--- config.mk ---
export PLATFORM = sky130hd
export DESIGN_NAME = multicycle_control
export DESIGN_NICKNAME = d
export VERILOG_FILES = /design/src/rtl/multicycle_control.sv
export SDC_FILE = /design/constraint.sdc
export NUM_CORES = 1
export LEC_CHECK = 0
export CELL_PAD_IN_SITES_DETAIL_PLACEMENT = 1
export CELL_PAD_IN_SITES_GLOBAL_PLACEMENT = 1
export CORE_AREA = 8 8 86 88
export CTS_CLUSTER_SIZE = 30
export DETAILED_ROUTE_END_ITERATION = 10
export DIE_AREA = 0 0 94 96
export GPL_TIMING_DRIVEN = 0
export PLACE_DENSITY = 0.82
export SYNTH_ARGS = -nofsm -noshare
export SYNTH_HDL_FRONTEND = slang
export SYNTH_SLANG_ARGS = --single-unit
--- constraint.sdc ---
create_clock -name clk -period 2.7 [get_ports clk]
set_clock_uncertainty 0.1 [all_clocks]
set_input_delay 0.27 -clock clk [delete_from_list [all_inputs] [get_ports clk]]
set_output_delay 0.27 -clock clk [all_outputs]
set_load 0.005 [all_outputs]
--- src/rtl/multicycle_control.sv ---
// Multicycle MIPS control unit.
// A Moore FSM steps the shared datapath through FETCH, DECODE, EXEC, MEM and
// WB. Most control outputs are registered from the next state. The only
// exceptions are ir_write, pc_write in FETCH, and retire in MEM_WR: these
// have to follow mem_ready in the same cycle, so they are gated
// combinationally in the wait states.
module multicycle_control #(
  parameter int INST_W     = 32,
  parameter int ALUOP_W    = 4,
  parameter int TIMEOUT    = 15,
  parameter bit ENABLE_IMM = 1'b1
) (
  input  logic               clk,
  input  logic               rst_n,
  input  logic [INST_W-1:0]  inst,
  input  logic               mem_ready,
  output logic               pc_write,
  output logic               pc_write_cond,
  output logic [1:0]         pc_source,
  output logic               i_or_d,
  output logic               mem_read,
  output logic               mem_write,
  output logic               ir_write,
  output logic               reg_write,
  output logic               mem_to_reg,
  output logic               reg_dst,
  output logic               alu_src_a,
  output logic [1:0]         alu_src_b,
  output logic               ext_op,
  output logic [ALUOP_W-1:0] alu_op,
  output logic               retire,
  output logic               illegal,
  output logic               timeout,
  output logic [3:0]         state
);

  typedef enum logic [3:0] {
    S_FETCH    = 4'h0,
    S_DECODE   = 4'h1,
    S_MEM_ADDR = 4'h2,
    S_MEM_RD   = 4'h3,
    S_MEM_WB   = 4'h4,
    S_MEM_WR   = 4'h5,
    S_R_EXEC   = 4'h6,
    S_R_WB     = 4'h7,
    S_BRANCH   = 4'h8,
    S_JUMP     = 4'h9,
    S_I_EXEC   = 4'hA,
    S_I_WB     = 4'hB,
    S_INIT     = 4'hE,
    S_TRAP     = 4'hF
  } state_t;

  localparam logic [5:0] OP_RTYPE = 6'b000000;
  localparam logic [5:0] OP_LW    = 6'b100011;
  localparam logic [5:0] OP_SW    = 6'b101011;
  localparam logic [5:0] OP_BEQ   = 6'b000100;
  localparam logic [5:0] OP_J     = 6'b000010;
  localparam logic [5:0] OP_ADDI  = 6'b001000;
  localparam logic [5:0] OP_ANDI  = 6'b001100;
  localparam logic [5:0] OP_ORI   = 6'b001101;
  localparam logic [5:0] OP_SLTI  = 6'b001010;

  localparam logic [5:0] FN_ADD = 6'b100000;
  localparam logic [5:0] FN_SUB = 6'b100010;
  localparam logic [5:0] FN_AND = 6'b100100;
  localparam logic [5:0] FN_OR  = 6'b100101;
  localparam logic [5:0] FN_NOR = 6'b100111;
  localparam logic [5:0] FN_SLT = 6'b101010;

  localparam logic [ALUOP_W-1:0] ALU_AND  = ALUOP_W'(4'b0000);
  localparam logic [ALUOP_W-1:0] ALU_OR   = ALUOP_W'(4'b0001);
  localparam logic [ALUOP_W-1:0] ALU_ADD  = ALUOP_W'(4'b0010);
  localparam logic [ALUOP_W-1:0] ALU_SUB  = ALUOP_W'(4'b0110);
  localparam logic [ALUOP_W-1:0] ALU_SLT  = ALUOP_W'(4'b0111);
  localparam logic [ALUOP_W-1:0] ALU_NOR  = ALUOP_W'(4'b1100);
  localparam logic [ALUOP_W-1:0] ALU_NONE = ALUOP_W'(4'b1111);

  // Final wait cycle before a trap: the TIMEOUT-th consecutive not-ready cycle.
  localparam logic [7:0] CNT_LAST = 8'(TIMEOUT - 1);

  // Registered control word (everything not gated by mem_ready).
  typedef struct packed {
    logic               pc_write;
    logic               pc_write_cond;
    logic [1:0]         pc_source;
    logic               i_or_d;
    logic               mem_read;
    logic               mem_write;
    logic               reg_write;
    logic               mem_to_reg;
    logic               reg_dst;
    logic               alu_src_a;
    logic [1:0]         alu_src_b;
    logic               ext_op;
    logic [ALUOP_W-1:0] alu_op;
    logic               retire;
  } ctrl_t;

  state_t     cur_state;
  state_t     next_state;
  logic [7:0] wait_cnt;
  logic [7:0] next_cnt;
  logic       set_illegal;
  logic       set_timeout;
  ctrl_t      ctrl_q;
  logic       fetch_ready;

  logic [5:0] opcode;
  logic [5:0] funct;
  logic       unused_inst_bits;

  assign opcode = inst[INST_W-1 -: 6];
  assign funct  = inst[5:0];
  // Register and shift fields belong to the datapath; this block only decodes.
  assign unused_inst_bits = ^inst[INST_W-7:6];

  function automatic logic r_funct_legal(input logic [5:0] f);
    logic ok;
    case (f)
      FN_ADD, FN_SUB, FN_AND, FN_OR, FN_NOR, FN_SLT: ok = 1'b1;
      default:                                       ok = 1'b0;
    endcase
    return ok;
  endfunction

  function automatic logic [ALUOP_W-1:0] r_alu_op(input logic [5:0] f);
    logic [ALUOP_W-1:0] a;
    case (f)
      FN_ADD:  a = ALU_ADD;
      FN_SUB:  a = ALU_SUB;
      FN_AND:  a = ALU_AND;
      FN_OR:   a = ALU_OR;
      FN_NOR:  a = ALU_NOR;
      FN_SLT:  a = ALU_SLT;
      default: a = ALU_NONE;
    endcase
    return a;
  endfunction

  function automatic logic is_imm_op(input logic [5:0] op);
    logic hit;
    case (op)
      OP_ADDI, OP_ANDI, OP_ORI, OP_SLTI: hit = 1'b1;
      default:                           hit = 1'b0;
    endcase
    return hit && ENABLE_IMM;
  endfunction

  function automatic logic [ALUOP_W-1:0] i_alu_op(input logic [5:0] op);
    logic [ALUOP_W-1:0] a;
    case (op)
      OP_ADDI: a = ALU_ADD;
      OP_SLTI: a = ALU_SLT;
      OP_ANDI: a = ALU_AND;
      OP_ORI:  a = ALU_OR;
      default: a = ALU_NONE;
    endcase
    return a;
  endfunction

  // Logical immediates are zero-extended; arithmetic ones are sign-extended.
  function automatic logic i_ext_op(input logic [5:0] op);
    return (op == OP_ADDI) || (op == OP_SLTI);
  endfunction

  // Control word for a state. In the R/I write-back states the operand
  // selects and ALU op are kept the same as in the preceding exec state.
  function automatic ctrl_t decode_ctrl(input state_t s, input logic [5:0] op,
                                        input logic [5:0] f);
    ctrl_t c;
    c        = '0;
    c.alu_op = ALU_NONE;
    case (s)
      S_FETCH: begin
        c.mem_read  = 1'b1;
        c.alu_src_b = 2'b01;
        c.alu_op    = ALU_ADD;
      end
      S_DECODE: begin
        c.alu_src_b = 2'b11;
        c.alu_op    = ALU_ADD;
        c.ext_op    = 1'b1;
      end
      S_MEM_ADDR: begin
        c.alu_src_a = 1'b1;
        c.alu_src_b = 2'b10;
        c.alu_op    = ALU_ADD;
        c.ext_op    = 1'b1;
      end
      S_MEM_RD: begin
        c.mem_read = 1'b1;
        c.i_or_d   = 1'b1;
      end
      S_MEM_WB: begin
        c.reg_write  = 1'b1;
        c.mem_to_reg = 1'b1;
        c.retire     = 1'b1;
      end
      S_MEM_WR: begin
        c.mem_write = 1'b1;
        c.i_or_d    = 1'b1;
      end
      S_R_EXEC, S_R_WB: begin
        c.alu_src_a = 1'b1;
        c.alu_op    = r_alu_op(f);
        if (s == S_R_WB) begin
          c.reg_write = 1'b1;
          c.reg_dst   = 1'b1;
          c.retire    = 1'b1;
        end
      end
      S_BRANCH: begin
        c.alu_src_a     = 1'b1;
        c.alu_op        = ALU_SUB;
        c.pc_write_cond = 1'b1;
        c.pc_source     = 2'b01;
        c.retire        = 1'b1;
      end
      S_JUMP: begin
        c.pc_write  = 1'b1;
        c.pc_source = 2'b10;
        c.retire    = 1'b1;
      end
      S_I_EXEC, S_I_WB: begin
        c.alu_src_a = 1'b1;
        c.alu_src_b = 2'b10;
        c.alu_op    = i_alu_op(op);
        c.ext_op    = i_ext_op(op);
        if (s == S_I_WB) begin
          c.reg_write = 1'b1;
          c.retire    = 1'b1;
        end
      end
      default: ;
    endcase
    return c;
  endfunction

  // Next-state, wait-counter and trap-cause logic.
  always_comb begin
    next_state  = cur_state;
    next_cnt    = wait_cnt;
    set_illegal = 1'b0;
    set_timeout = 1'b0;
    case (cur_state)
      S_INIT: begin
        next_state = S_FETCH;
        next_cnt   = '0;
      end
      S_FETCH, S_MEM_RD, S_MEM_WR: begin
        if (mem_ready) begin
          next_cnt = '0;
          case (cur_state)
            S_FETCH:  next_state = S_DECODE;
            S_MEM_RD: next_state = S_MEM_WB;
            default:  next_state = S_FETCH;
          endcase
        end else if (wait_cnt == CNT_LAST) begin
          next_state  = S_TRAP;
          next_cnt    = '0;
          set_timeout = 1'b1;
        end else begin
          next_cnt = wait_cnt + 8'd1;
        end
      end
      S_DECODE: begin
        if (opcode == OP_LW || opcode == OP_SW) begin
          next_state = S_MEM_ADDR;
        end else if (opcode == OP_RTYPE && r_funct_legal(funct)) begin
          next_state = S_R_EXEC;
        end else if (opcode == OP_BEQ) begin
          next_state = S_BRANCH;
        end else if (opcode == OP_J) begin
          next_state = S_JUMP;
        end else if (is_imm_op(opcode)) begin
          next_state = S_I_EXEC;
        end else begin
          next_state  = S_TRAP;
          set_illegal = 1'b1;
        end
      end
      S_MEM_ADDR: begin
        next_cnt   = '0;
        next_state = (opcode == OP_SW) ? S_MEM_WR : S_MEM_RD;
      end
      S_R_EXEC: next_state = S_R_WB;
      S_I_EXEC: next_state = S_I_WB;
      S_MEM_WB, S_R_WB, S_BRANCH, S_JUMP, S_I_WB: begin
        next_state = S_FETCH;
        next_cnt   = '0;
      end
      S_TRAP:  next_state = S_TRAP;
      default: next_state = S_INIT;
    endcase
  end

  // State register, sticky trap flags and the control word registered from the next state.
  always_ff @(posedge clk or negedge rst_n) begin
    if (!rst_n) begin
      cur_state <= S_INIT;
      wait_cnt  <= '0;
      illegal   <= 1'b0;
      timeout   <= 1'b0;
      ctrl_q    <= decode_ctrl(S_INIT, 6'd0, 6'd0);
    end else begin
      cur_state <= next_state;
      wait_cnt  <= next_cnt;
      illegal   <= illegal | set_illegal;
      timeout   <= timeout | set_timeout;
      ctrl_q    <= decode_ctrl(next_state, opcode, funct);
    end
  end

  assign fetch_ready = (cur_state == S_FETCH) && mem_ready;

  assign ir_write      = fetch_ready;
  assign pc_write      = ctrl_q.pc_write | fetch_ready;
  assign retire        = ctrl_q.retire | ((cur_state == S_MEM_WR) && mem_ready);
  assign pc_write_cond = ctrl_q.pc_write_cond;
  assign pc_source     = ctrl_q.pc_source;
  assign i_or_d        = ctrl_q.i_or_d;
  assign mem_read      = ctrl_q.mem_read;
  assign mem_write     = ctrl_q.mem_write;
  assign reg_write     = ctrl_q.reg_write;
  assign mem_to_reg    = ctrl_q.mem_to_reg;
  assign reg_dst       = ctrl_q.reg_dst;
  assign alu_src_a     = ctrl_q.alu_src_a;
  assign alu_src_b     = ctrl_q.alu_src_b;
  assign ext_op        = ctrl_q.ext_op;
  assign alu_op        = ctrl_q.alu_op;
  assign state         = cur_state;

endmodule

* Word-level counts from Yosys, hierarchy flattened
Cells that the tools add are included.
** Word-level totals
- Input port bits :: 35
- Flip-flop bits (word level) :: 33
** Operators by class
- Add/sub/neg operators :: 1
- Reductions and logical operators :: 23
- Muxes and demuxes :: 49
- Bitwise operators :: 4
- Equality and inequality tests :: 39
** Operators by type and width (count)
- 6-bit == test, second input constant :: 8
- 4-bit == test, second input constant :: 10
- 4-bit by 3-bit == test with 1-bit output, second input constant :: 8
- 4-bit one-hot mux with 4 select lines :: 2
- 1-bit 2-to-1 mux :: 28
- 4-bit one-hot mux with 7 select lines :: 1
- 6-bit by 4-bit == test with 1-bit output, second input constant :: 4
- 4-bit one-hot mux with 6 select lines :: 1
- 6-bit OR reduction :: 3
- 4-bit by 2-bit == test with 1-bit output, second input constant :: 4
- 4-bit 2-to-1 mux :: 4
- 8-bit 2-to-1 mux :: 2
- 8-bit one-hot mux with 2 select lines :: 1
- 3-bit 2-to-1 mux :: 4
- 3-bit OR reduction :: 4
- 2-bit OR reduction :: 5
- 8-bit by 1-bit adder with 8-bit output, second input constant :: 1
- 4-bit by 1-bit == test with 1-bit output, second input constant :: 2
- 8-bit by 4-bit == test with 1-bit output, second input constant :: 1
- 4-bit logical NOT :: 2
- 7-bit OR reduction :: 1
- 6-bit by 2-bit == test with 1-bit output, second input constant :: 1
- 6-bit by 3-bit == test with 1-bit output, second input constant :: 1
- 6-bit logical NOT :: 1
- 10 further kinds :: 17

* Logic depth before layout (Yosys ltp)
Gate-level depths: netlist of the first run.
- Word-level depth :: 18
- Mapped depth :: 10
- Gate-level depth less buffers :: 10

* Least setup slack after synthesis of the first run
Ideal clock, no wire load.
- Path type :: register to register
- From :: register cur_state[1] (netlist: state[1])
- To :: register ctrl_q, in the netlist alu_op[0]
- Slack :: 0.368 ns
- Path buffers :: 1
- Required time :: 2.519 ns
- Library setup time :: 0.081 ns
- Arrival :: 2.151 ns
- Stages on the path, launching flop included :: 9
- Cell sequence :: dfstp_2 clkbuf_1 or4bb_1 o211ai_1 a21o_1 a211o_1 nand2b_1 or4_1 o211ai_1
** Between the ends
- Longest elaborated chain between the ends :: 7
** RTL lines
- from (decl) :: RTL line 100 : state_t cur_state;
- from (signal assigned) :: RTL line 307 : cur_state <= next_state;
- 4-bit by 2-bit == test with 1-bit output or 4-bit logical NOT (tied branches) :: RTL line 246, 254
- 3-bit one-hot mux with 2 select lines :: RTL line 254 : case (cur_state)
- 4-bit 2-to-1 mux :: RTL line 252 : if (mem_ready) begin
- 4-bit one-hot mux with 7 select lines * :: RTL line 246 : case (cur_state)
- 4-bit by 2-bit == test with 1-bit output (tied with other cells) :: RTL line 174 : case (s)
- 3-bit OR reduction (no source line) or 2-bit OR reduction (tied branches)
- 4-bit one-hot mux with 4 select lines * :: RTL line 174
- to (signal assigned) :: RTL line 305 : ctrl_q <= decode_ctrl(S_INIT, 6'd0, 6'd0);
- to (signal assigned) :: RTL line 311 : ctrl_q <= decode_ctrl(next_state, opcode, funct);
- to (decl) :: RTL line 106 : ctrl_t ctrl_q;
Every way passes the cells marked *; elsewhere a longest branch is shown, timed or not.
A chain may end at the register's enable or synchronous reset.

* Final worst setup path of the first run
- From :: register wait_cnt[0]
- To :: register ctrl_q, in the netlist alu_op[1]
** Between the ends
- Longest elaborated chain between the ends :: 7
** RTL lines
- from (decl) :: RTL line 102 : logic [7:0] wait_cnt;
- from (signal assigned) :: RTL line 308 : wait_cnt <= next_cnt;
- 8-bit by 4-bit == test with 1-bit output * :: RTL line 259 : end else if (wait_cnt == CNT_LAST) begin
- 4-bit 2-to-1 mux * :: RTL line 259
- 4-bit 2-to-1 mux * :: RTL line 252
- 4-bit one-hot mux with 7 select lines * :: RTL line 246
- named net next_state[2] :: RTL line 101 : state_t next_state;
- 4-bit by 2-bit == test with 1-bit output (tied with other cells) :: RTL line 174
- 3-bit OR reduction (no source line) or 2-bit OR reduction (tied branches)
- 4-bit one-hot mux with 4 select lines * :: RTL line 174
The timed path passes the listed nets; every way through them passes the cells marked *.

==> results of run 1 <==
layer usage:
metal  share of wire (%)  vias up
met2                  50       49
met5                   0        -
met3                 4.7       11
met1                  44      884
li1                    -      863
met4                 2.1        0
stage by stage:
| stage | hold slack [ns] | cell area [um2] |
|---|---|---|
| finish | 0.373 | 2630 |
| global route | 0.395 | 2630 |
| CTS | 0.380 | 2600 |
| detailed placement | 0.270 | 2460 |
| global placement | 0.361 | 2470 |
| floorplan | -0.126 | 1980 |
layout make-up:
type / instances / area [um2]
buffer: 17 / 111
clock buffer: 6 / 72.6
clock inverter: 2 / 35.0
fill: 717 / 3460
inverter: 9 / 33.8
multi-input combinational: 160 / 1060
sequential: 32 / 811
tap: 77 / 96.3
timing repair buffer: 43 / 418
logic make-up after synthesis:
family | synth area share [%]
flops | 40.9
fa+ha+maj | 1.26
buf+inv | 7.26
simple gates | 27.9
mux | 1.58
xor+xnor | 3.98
compound gates | 17.1
how the worst min path moves through the flow:
stage	from	end	slack (ns)
after floorplan	rst_n	alu_src_a	-0.13
after global placement	timeout	timeout	0.36
after detailed placement	rst_n	wait_cnt[0]	0.27
after CTS	timeout	timeout	0.38
after global routing	timeout	timeout	0.40
final	timeout	timeout	0.37
placed cells by master, fill, tap and decap left out, drive strengths merged, types with 3 or more instances in the layout:
cell type / count
a21oi: 10
buf: 18
clkbuf: 9
clkdlybuf4s50: 38
dfrtp: 25
dfstp: 7
inv: 9
nand2: 21
nand2b: 12
nand3: 5
nor2: 24
nor2b: 6
nor3: 8
nor4: 3
o211ai: 5
o21ai: 13
o22ai: 3
or2: 3
xnor2: 4
xor2: 5
what timing repair did:
item	in CTS	in global routing
setup buffers	2	1
endpoints found under the hold margin	25	0
resized for setup	4	12
hold buffers	1	0
setup endpoints to repair	7	14
cloned	0	0
pin swaps	1	1
worst max-delay path: stages (launching register included):
cell	delay (ns)
dfrtp_2	0.44
inv_1	0.07
ha_1	0.18
and4b_1	0.26
a21oi_2	0.10
a2111oi_1	0.38
a211o_1	0.22
buf_2	0.23
nand2_2	0.16
nor4_1	0.24
o21ai_0	0.13
cell usage after synthesis, drive strengths merged, types with 3 or more instances:
cell | instances | area (um2)
a21oi | 10 | 50.1
nand2 | 21 | 81.3
xor2 | 5 | 43.8
nor3 | 8 | 51.3
buf | 15 | 95.1
o211ai | 5 | 37.5
nor2 | 24 | 90.1
o21ai | 13 | 68.8
xnor2 | 4 | 35.0
inv | 9 | 33.8
dfstp | 7 | 184
o22ai | 3 | 18.8
or2 | 3 | 18.8
nor4 | 3 | 33.8
nand2b | 12 | 85.1
clkbuf | 4 | 15.0
dfrtp | 25 | 626
nand3 | 5 | 25.0
nor2b | 6 | 37.5
power breakdown:
group,internal [uW],switching (uW)
logic,885,1010
registers,666,89.6
clock network,274,176
==> qor.json, run 1 <==
{
  "status": "completed",
  "largest_register_ff_count": 8,
  "synthDistinctLibCells": 56,
  "route.antenna.remaining_nets": 0,
  "layout_setup_ws_ns": 0.126,
  "final_nets": 305,
  "initialDrtViolationCount": 104,
  "post-layout-total-power_uw": 3100,
  "powerDensity_nw_per_um2": 1180,
  "antenna_violations_before_repair": 0,
  "core_region_area_um2": 6100,
  "setup.worst_path.end": "alu_op[1]",
  "slew_headroom_pct": 52.1,
  "final_util_pct": 43.2,
  "max-clock-path-buffers": 2,
  "floorplan.die.height_um": 96,
  "count_of_flip_flops_with_a_built_in_enable_after_synthesis": 0,
  "cts_buffers": 5,
  "synth-async-reset-ratio_pct": 100,
  "timing.hold.worst.class": "reg -> reg",
  "timing.rr.start": "wait_cnt[0]",
  "dpl_cells": 336,
  "design.portCount": 61,
  "syn_to_final_growth_pct": 33.0,
  "yosys_register_bits": 32,
  "clock_latency_ns": 0.29,
  "static-leakage-power_uw": 0.00113,
  "crit_arrival_ns": 2.68,
  "worst-setup-path-type": "reg -> reg",
  "clk_transition_reported_paths_ns": 0.07,
  "crit_start": "wait_cnt[0]",
  "tightestPinTransition_ns": 0.719,
  "peak_vdd_ir_mv": 0.410,
  "synth-main-ff-cell": "dfrtp_1",
  "rsz0062_at_grt": "no",
  "critPathCaptureType": "flop",
  "synth_area_per_cell_um2": 9.00,
  "diodes": 0,
  "critical_path_peak_fanout": 10,
  "mappedNetlistNets": 257,
  "grt_overflow": 0,
  "timing.critical_path.from_type": "flop",
  "achievable-frequency_ghz": 0.389,
  "vias_per_cell": 5.22,
  "rows": 29,
  "totalNegativeSetupSlack_ns": 0,
  "rr_endpoint": "alu_op[1]",
  "drive_gt1_share_pct": 21.2,
  "biggest_register": "wait_cnt",
  "reg2regPathDepth": 10,
  "layout_worst_path_cycle_share_pct": 95.3,
  "tritoncts": "yes",
  "final.min_clock_period_ns": 2.57,
  "use_met3_pct": 2.50,
  "max_cap_violations": 0,
  "start_util_pct": 32.5,
  "grtUsageTotal_pct": 13.1,
  "wl_per_cell_um": 16.1,
  "holdPathStages": 1,
  "worst-endpoint-required_ns": 2.81,
  "drcViolationCount": 0,
  "grt_start_max_net_pins": 33,
  "grt_util_met1_pct": 15.1,
  "reg_to_reg_setup_timing_slack_ns": 0.13,
  "gp_congestion": 0.845,
  "cts-root-buf": "clkbuf_8",
  "hold_viol": 0,
  "synth-warning-count": 0,
  "vias": 1807,
  "postSynthCellCount": 220,
  "place_hpwl_um": 4260,
  "clock_sinks": 32,
  "cts-htree-levels": 2,
  "report.final.slew_viol_count": 0,
  "synth_sequential_area_ratio_pct": 40.9,
  "drt-pass1-iter-count": 6,
  "first_pass_grt_wire_length_um": 9290,
  "final_cell_count_no_fill": 346,
  "grtUsageMet2_pct": 23.2,
  "route.final.wire_length_um": 5580,
  "finalSetupViolCount": 0,
  "synth.cell_area_um2": 1980,
  "dpl_worst_slack_ns": -0.253,
  "grt_pass1_vias": 1883,
  "dieWidth_um": 94,
  "buffer_ports.inserted": 39,
  "globalRoute.busiestLayer": "met2",
  "fp.dieArea_um2": 9020
}
Note: power is estimated with default switching activity, not from simulation.
==> run 2, diff against run 1 <==
Settings changed: SETUP_SLACK_MARGIN set to 0.3.
==> run 2 against run 1 <==
Net effect: sequential power decreased by 2%; register-to-register slack improved by 0.21 ns; clock power increased by 2%; wire length increased by 19%; worst hold slack improved by 0.00055 ns; utilization increased by 7.0 points; worst setup slack improved by 0.21 ns; critical path depth decreased by 2; flip-flop and latch count unchanged; clock-buffer cell count unchanged; sequential share of layout area decreased by 4.3 points; critical path type unchanged.
==> qor.json, run 2 (same netlist as run 1, synthesis figures left out) <==
{
  "status": {"value": "completed", "change": "unchanged"},
  "hold_viol": {"value": 0, "change": "unchanged"},
  "powerDensity": {"value": 1260, "unit": "nW/um2", "change": "was 1180 nW/um2"},
  "wl_per_cell": {"value": 17.6, "unit": "um", "change": "was 16.1 um"},
  "start_util": {"value": 32.5, "unit": "%", "change": "unchanged"},
  "critPathCaptureType": {"value": "flop", "change": "unchanged"},
  "cts-htree-levels": {"value": 2, "change": "unchanged"},
  "largest_register_ff_count": {"value": 8, "change": "unchanged"},
  "floorplan.die.height": {"value": 96, "unit": "um", "change": "unchanged"},
  "reg2regPathDepth": {"value": 8, "change": "was 10"},
  "worst-setup-path-type": {"value": "reg -> reg", "change": "unchanged"},
  "critical_path_peak_fanout": {"value": 4, "change": "was 10"},
  "first_pass_grt_wire_length": {"value": 9830, "unit": "um", "change": "was 9290 um"},
  "highest-signal-layer": {"value": "met4", "change": "unchanged"},
  "design.portCount": {"value": 61, "change": "unchanged"},
  "final_area": {"value": 3060, "unit": "um2", "change": "was 2630 um2"},
  "timing.hold.worst.class": {"value": "reg -> reg", "change": "unchanged"},
  "drive_gt1_share": {"value": 36.1, "unit": "%", "change": "was 21.2%"},
  "slew_headroom": {"value": 52.1, "unit": "%", "change": "about the same"},
  "layout.cells.most_common": {"value": "buf_4", "change": "was clkdlybuf4s50_1"},
  "dieWidth": {"value": 94, "unit": "um", "change": "unchanged"},
  "drcViolationCount": {"value": 0, "change": "unchanged"},
  "core_region_area": {"value": 6100, "unit": "um2", "change": "unchanged"},
  "biggest_register": {"value": "wait_cnt", "change": "unchanged"},
  "place_hpwl": {"value": 4260, "unit": "um", "change": "unchanged"},
  "clock_latency": {"value": 0.29, "unit": "ns", "change": "about the same"},
  "max-clock-path-buffers": {"value": 2, "change": "unchanged"},
  "gp_congestion": {"value": 0.845, "change": "unchanged"},
  "vias_per_cell": {"value": 5.17, "change": "was 5.22"},
  "max_cap_violations": {"value": 0, "change": "unchanged"},
  "initialDrtViolationCount": {"value": 72, "change": "was 104"},
  "dr_wl_met3": {"value": 288, "unit": "um", "change": "was 263 um"},
  "mostFrequentLayoutCells": {"value": "buf_4, clkdlybuf4s50_1, dfrtp_1, nor2_1, nand2_1", "change": "was clkdlybuf4s50_1, nor2_1, dfrtp_1, nand2_1, buf_4"},
  "multi_input_comb_area": {"value": 1190, "unit": "um2", "change": "was 1060 um2"},
  "tightestPinTransition": {"value": 0.719, "unit": "ns", "change": "about the same"},
  "grt_pass1_vias": {"value": 1984, "change": "was 1883"},
  "cts_buffers": {"value": 5, "change": "unchanged"},
  "route.final.wire_length": {"value": 6630, "unit": "um", "change": "was 5580 um"},
  "drt-pass1-iter-count": {"value": 4, "change": "was 6"},
  "met2_length": {"value": 3510, "unit": "um", "change": "was 2760 um"},
  "syn_to_final_growth": {"value": 54.5, "unit": "%", "change": "was 33.0%"},
  "vias": {"value": 1944, "change": "was 1807"},
  "register_area": {"value": 811, "unit": "um2", "change": "unchanged"},
  "achievable-frequency": {"value": 0.422, "unit": "GHz", "change": "was 0.389 GHz"},
  "worst-endpoint-required": {"value": 2.82, "unit": "ns", "change": "was 2.81 ns"},
  "route.antenna.remaining_nets": {"value": 0, "change": "unchanged"},
  "timing.critical_path.from_type": {"value": "flop", "change": "unchanged"},
  "grt_overflow": {"value": 0, "change": "unchanged"},
  "clk_transition_reported_paths": {"value": 0.07, "unit": "ns", "change": "about the same"},
  "hold-worst-slack": {"value": 0.374, "unit": "ns", "change": "was 0.373 ns"},
  "dpl_cell_area": {"value": 2460, "unit": "um2", "change": "unchanged"},
  "nFillCells": {"value": 699, "change": "was 717"},
  "holdPathStages": {"value": 1, "change": "unchanged"},
  "diodes": {"value": 0, "change": "unchanged"},
  "crit_arrival": {"value": 2.49, "unit": "ns", "change": "was 2.68 ns"},
  "static-leakage-power": {"value": 0.00134, "unit": "uW", "change": "was 0.00113 uW"},
  "wl_met1": {"value": 2670, "unit": "um", "change": "was 2430 um"},
  "fp.dieArea": {"value": 9020, "unit": "um2", "change": "unchanged"},
  "final_cell_count_no_fill": {"value": 376, "change": "was 346"},
  "antenna_violations_before_repair": {"value": 0, "change": "unchanged"},
  "final_nets": {"value": 335, "change": "was 305"},
  "clock_sinks": {"value": 32, "change": "unchanged"},
  "rsz0062_at_grt": {"value": "yes", "change": "was no"},
  "report.final.slew_viol_count": {"value": 0, "change": "unchanged"},
  "hold_path.startpoint": {"value": "timeout", "change": "unchanged"},
  "layout_worst_path_cycle_share": {"value": 87.7, "unit": "%", "change": "was 95.3%"},
  "rows": {"value": 29, "change": "unchanged"},
  "finalSetupViolCount": {"value": 0, "change": "unchanged"},
  "final.min_clock_period": {"value": 2.37, "unit": "ns", "change": "was 2.57 ns"},
  "peak_vdd_ir": {"value": 0.503, "unit": "mV", "change": "was 0.410 mV"},
  "cts-root-buf": {"value": "clkbuf_8", "change": "unchanged"},
  "grt_start_max_net_pins": {"value": 33, "change": "unchanged"},
  "dpl_cells": {"value": 336, "change": "unchanged"},
  "tritoncts": {"value": "yes", "change": "unchanged"},
  "crit_start": {"value": "state[1]", "change": "was wait_cnt[0]"},
  "timing.rr.start": {"value": "state[1]", "change": "was wait_cnt[0]"},
  "buffer_ports.inserted": {"value": 39, "change": "unchanged"},
  "grtUsageTotal": {"value": 13.9, "unit": "%", "change": "was 13.1%"}
}
-- run 2: what timing repair did --
action	4_1_cts	5_1_grt
hold buffers	1	0
pin swaps	11	13
endpoints found under the setup margin	24	17
gates cloned	0	0
buffers inserted	9	22
hold endpoints to repair	25	0
gates resized for setup	43	27
-- run 2: path summary, 6_finish.rpt --
path | end | slack (ns)
setup / recovery | alu_op[0] | 0.33
hold / removal | timeout | 0.37
setup reg to reg | alu_op[0] | 0.33
hold reg to reg | timeout | 0.37
max in group asynchronous | state[0] | 1.53
min in group asynchronous | wait_cnt[4] | 0.47
-- run 2: area by class of cell --
class | instances | share of cell area (%)
flip-flops and latches | 32 | 26.5
repair buffers | 71 | 20.5
plain buffers | 19 | 6.26
well taps | 77 | 3.15
inverters | 9 | 1.10
clock inverters | 2 | 1.15
multi-input cells | 160 | 38.9
clock buffers | 6 | 2.37
-- run 2: per-layer routing --
metal,GRT usage [%],up-vias
li1,-,921
met1,15.4,957
met2,24.8,51
met3,3.12,15
met4,6.34,0
met5,0,-
-- run 2: per-stage QoR --
| step | setup slack, ns | TNS [ns] | util, % | total power, uW |
|---|---|---|---|---|
| 4_1_cts | 0.304 | 0 | 45.6 | 3360 |
| 6_report | 0.332 | 0 | 50.2 | 3840 |
| 2_1_floorplan | 0.368 | 0 | - | 1910 |
| 3_3_place_gp | -0.198 | -1.33 | 40.5 | 2510 |
| 5_1_grt | 0.254 | 0 | 50.2 | 4060 |
| 3_5_place_dp | -0.253 | -1.91 | 40.4 | 2540 |
-- run 2: where the power goes --
group	switching (uW)	internal [uW]	leakage [uW]	total, uW
logic	1290	1360	0.000883	2650
registers	72.6	666	0.000404	738
clock network	186	274	0.0000552	460
total	1540	2300	0.00134	3840
-- run 2: worst max-delay path: stages, from the launching register on --
cell and delay, ns:
dfstp_2 0.58, nor2b_4 0.17, buf_4 0.13, o211ai_1 0.10, a21o_1 0.16, a211o_1 0.32
nand2b_4 0.17, or4_4 0.47, o211ai_1 0.09
==> run 3, diff against run 2 <==
Settings changed: CORE_AREA 8 8 86 88 to 2 2 80 82, DIE_AREA 0 0 94 96 to 0 0 82 84.
==> run 3 against run 2 <==
Net effect: critical path depth is 3 higher; flip-flop and latch count unchanged; clock power hardly changed; clock-buffer cell count is the same; maximum frequency is 3.9% lower; die area shrank 24%; register-to-register slack got worse by 0.095 ns; wire length is essentially flat; largest power group unchanged.
==> qor.json, run 3 (same netlist as run 1, synthesis figures left out) <==
{
  "status": {"value": "completed", "change": "unchanged"},
  "finalSetupViolCount": {"value": 0, "change": "unchanged"},
  "peak_vdd_ir": {"value": 0.521, "unit": "mV", "change": "was 0.503 mV"},
  "vias": {"value": 1942, "change": "was 1944"},
  "route.final.wire_length": {"value": 6620, "unit": "um", "change": "was 6630 um"},
  "design.portCount": {"value": 61, "change": "unchanged"},
  "final_area": {"value": 3050, "unit": "um2", "change": "was 3060 um2"},
  "largest_register_ff_count": {"value": 8, "change": "unchanged"},
  "timing.hold.worst.class": {"value": "reg -> reg", "change": "unchanged"},
  "final_util": {"value": 50.1, "unit": "%", "change": "was 50.2%"},
  "hold_path.startpoint": {"value": "timeout", "change": "unchanged"},
  "antenna_violations_before_repair": {"value": 0, "change": "unchanged"},
  "powerDensity": {"value": 1280, "unit": "nW/um2", "change": "was 1260 nW/um2"},
  "layout_worst_path_cycle_share": {"value": 91.2, "unit": "%", "change": "was 87.7%"},
  "reg2regPathDepth": {"value": 11, "change": "was 8"},
  "worst-setup-path-type": {"value": "reg -> reg", "change": "unchanged"},
  "layout.cells.most_common": {"value": "buf_4", "change": "unchanged"},
  "timing.rr.start": {"value": "state[0]", "change": "was state[1]"},
  "first_pass_grt_wire_length": {"value": 9110, "unit": "um", "change": "was 9830 um"},
  "critPathCaptureType": {"value": "flop", "change": "unchanged"},
  "route.antenna.remaining_nets": {"value": 0, "change": "unchanged"},
  "post-layout-total-power": {"value": 3900, "unit": "uW", "change": "was 3840 uW"},
  "critical_path_peak_fanout": {"value": 10, "change": "was 4"},
  "reg_to_reg_setup_timing_slack": {"value": 0.24, "unit": "ns", "change": "was 0.33 ns"},
  "core_region_area": {"value": 6100, "unit": "um2", "change": "unchanged"},
  "mostFrequentLayoutCells": {"value": "buf_4, clkdlybuf4s50_1, nor2_1, dfrtp_1, nand2_1", "change": "was buf_4, clkdlybuf4s50_1, dfrtp_1, nor2_1, nand2_1"},
  "worst-endpoint-required": {"value": 2.79, "unit": "ns", "change": "was 2.82 ns"},
  "gp_congestion": {"value": 0.856, "change": "was 0.845"},
  "grt_start_max_net_pins": {"value": 33, "change": "unchanged"},
  "worstHoldEndpoint": {"value": "timeout", "change": "unchanged"},
  "floorplan.die.height": {"value": 84, "unit": "um", "change": "was 96 um"},
  "final_cell_count_no_fill": {"value": 371, "change": "was 376"},
  "dpl_cell_area": {"value": 2460, "unit": "um2", "change": "unchanged"},
  "tritoncts": {"value": "yes", "change": "unchanged"},
  "achievable-frequency": {"value": 0.406, "unit": "GHz", "change": "was 0.422 GHz"},
  "grtUsageTotal": {"value": 17.5, "unit": "%", "change": "was 13.9%"},
  "tightestPinTransition": {"value": 0.712, "unit": "ns", "change": "was 0.719 ns"},
  "holdPathStages": {"value": 1, "change": "unchanged"},
  "crit_arrival": {"value": 2.55, "unit": "ns", "change": "was 2.49 ns"},
  "biggest_register": {"value": "wait_cnt", "change": "unchanged"},
  "hold_viol": {"value": 0, "change": "unchanged"},
  "clock_latency": {"value": 0.30, "unit": "ns", "change": "was 0.29 ns"},
  "rows": {"value": 29, "change": "unchanged"},
  "final_nets": {"value": 330, "change": "was 335"},
  "drcViolationCount": {"value": 0, "change": "unchanged"},
  "buffer_ports.inserted": {"value": 39, "change": "unchanged"},
  "vias_per_cell": {"value": 5.23, "change": "was 5.17"},
  "fp.dieArea": {"value": 6890, "unit": "um2", "change": "was 9020 um2"},
  "dpl_cells": {"value": 336, "change": "unchanged"},
  "report.final.slew_viol_count": {"value": 0, "change": "unchanged"},
  "max-clock-path-buffers": {"value": 2, "change": "unchanged"},
  "initialDrtViolationCount": {"value": 83, "change": "was 72"},
  "cts-root-buf": {"value": "clkbuf_8", "change": "unchanged"},
  "slew_headroom": {"value": 52.5, "unit": "%", "change": "was 52.1%"},
  "totalNegativeSetupSlack": {"value": 0, "unit": "ns", "change": "unchanged"},
  "max_cap_violations": {"value": 0, "change": "unchanged"},
  "drive_gt1_share": {"value": 35.0, "unit": "%", "change": "was 36.1%"},
  "static-leakage-power": {"value": 0.00135, "unit": "uW", "change": "was 0.00134 uW"},
  "final.min_clock_period": {"value": 2.46, "unit": "ns", "change": "was 2.37 ns"},
  "drt-pass1-iter-count": {"value": 4, "change": "unchanged"},
  "crit_start": {"value": "state[0]", "change": "was state[1]"},
  "clock_sinks": {"value": 32, "change": "unchanged"},
  "nFillCells": {"value": 694, "change": "was 699"},
  "rr_endpoint": {"value": "i_or_d", "change": "was alu_op[0]"},
  "rsz0062_at_grt": {"value": "yes", "change": "unchanged"},
  "clk_transition_reported_paths": {"value": 0.07, "unit": "ns", "change": "about the same"},
  "dieWidth": {"value": 82, "unit": "um", "change": "was 94 um"},
  "cts-htree-levels": {"value": 2, "change": "unchanged"},
  "diodes": {"value": 0, "change": "unchanged"},
  "wl_per_cell": {"value": 17.9, "unit": "um", "change": "was 17.6 um"},
  "place_hpwl": {"value": 3770, "unit": "um", "change": "was 4260 um"},
  "grt_overflow": {"value": 0, "change": "unchanged"},
  "start_util": {"value": 32.5, "unit": "%", "change": "unchanged"},
  "timing.critical_path.from_type": {"value": "flop", "change": "unchanged"},
  "grt_pass1_vias": {"value": 1894, "change": "was 1984"},
  "cts_buffers": {"value": 5, "change": "unchanged"},
  "syn_to_final_growth": {"value": 54.1, "unit": "%", "change": "was 54.5%"}
}
run 3: repair_timing:
item	4_1_cts	5_1_grt
endpoints found under the setup margin	24	19
hold buffers	1	0
pin swaps	13	15
endpoints found under the hold margin	25	0
resized for setup	39	34
buffers inserted	9	16
cloned	0	1
run 3: metrics by stage:
| stage | hold WS, ns | setup slack [ns] |
|---|---|---|
| after floorplan | -0.126 | 0.368 |
| after detailed placement | 0.265 | -0.239 |
| after global placement | 0.347 | -0.208 |
| after CTS | 0.370 | 0.301 |
| after global routing | 0.384 | 0.146 |
| final | 0.365 | 0.237 |
run 3: layout make-up:
class                   instances  area [um2]  share of cell area (%)
well taps                      77        96.3                    3.16
inverters                       9        33.8                    1.11
clock buffers                   6        72.6                    2.38
flip-flops and latches         32         813                    26.7
multi-input cells             160        1190                    39.0
repair buffers                 66         619                    20.3
clock inverters                 2        35.0                    1.15
plain buffers                  19         190                    6.23
run 3: worst max path at each step:
stage,slack (ns),cells after the start,end
2_1_floorplan,0.37,8,alu_op[0]
3_3_place_gp,-0.21,8,alu_op[0]
3_5_place_dp,-0.24,9,alu_op[1]
4_1_cts,0.30,9,alu_op[0]
5_1_grt,0.15,10,alu_op[3]
6_report,0.24,11,i_or_d
run 3: worst max-delay path: stages (launching register included):
cell,delay (ns)
dfrtp_2,0.46
buf_6,0.17
nand2b_1,0.23
a32oi_2,0.33
a21oi_1,0.12
or3_4,0.36
buf_8,0.15
nand2b_4,0.06
buf_4,0.10
buf_6,0.09
o21a_1,0.14
nor3_2,0.04
run 3: where the power goes:
part	internal, uW	switching, uW	total (uW)
combinational	1360	1310	2670
clock	274	188	461
sequential	668	92.4	761
total	2300	1590	3900
run 3: layer usage:
metal | global-route usage, % | vias to the layer above | wire length (um)
li1 | - | 910 | -
met1 | 21.1 | 965 | 2650
met2 | 29.6 | 51 | 3550
met3 | 3.68 | 16 | 219
met4 | 7.27 | 0 | 211
met5 | 0 | - | 0
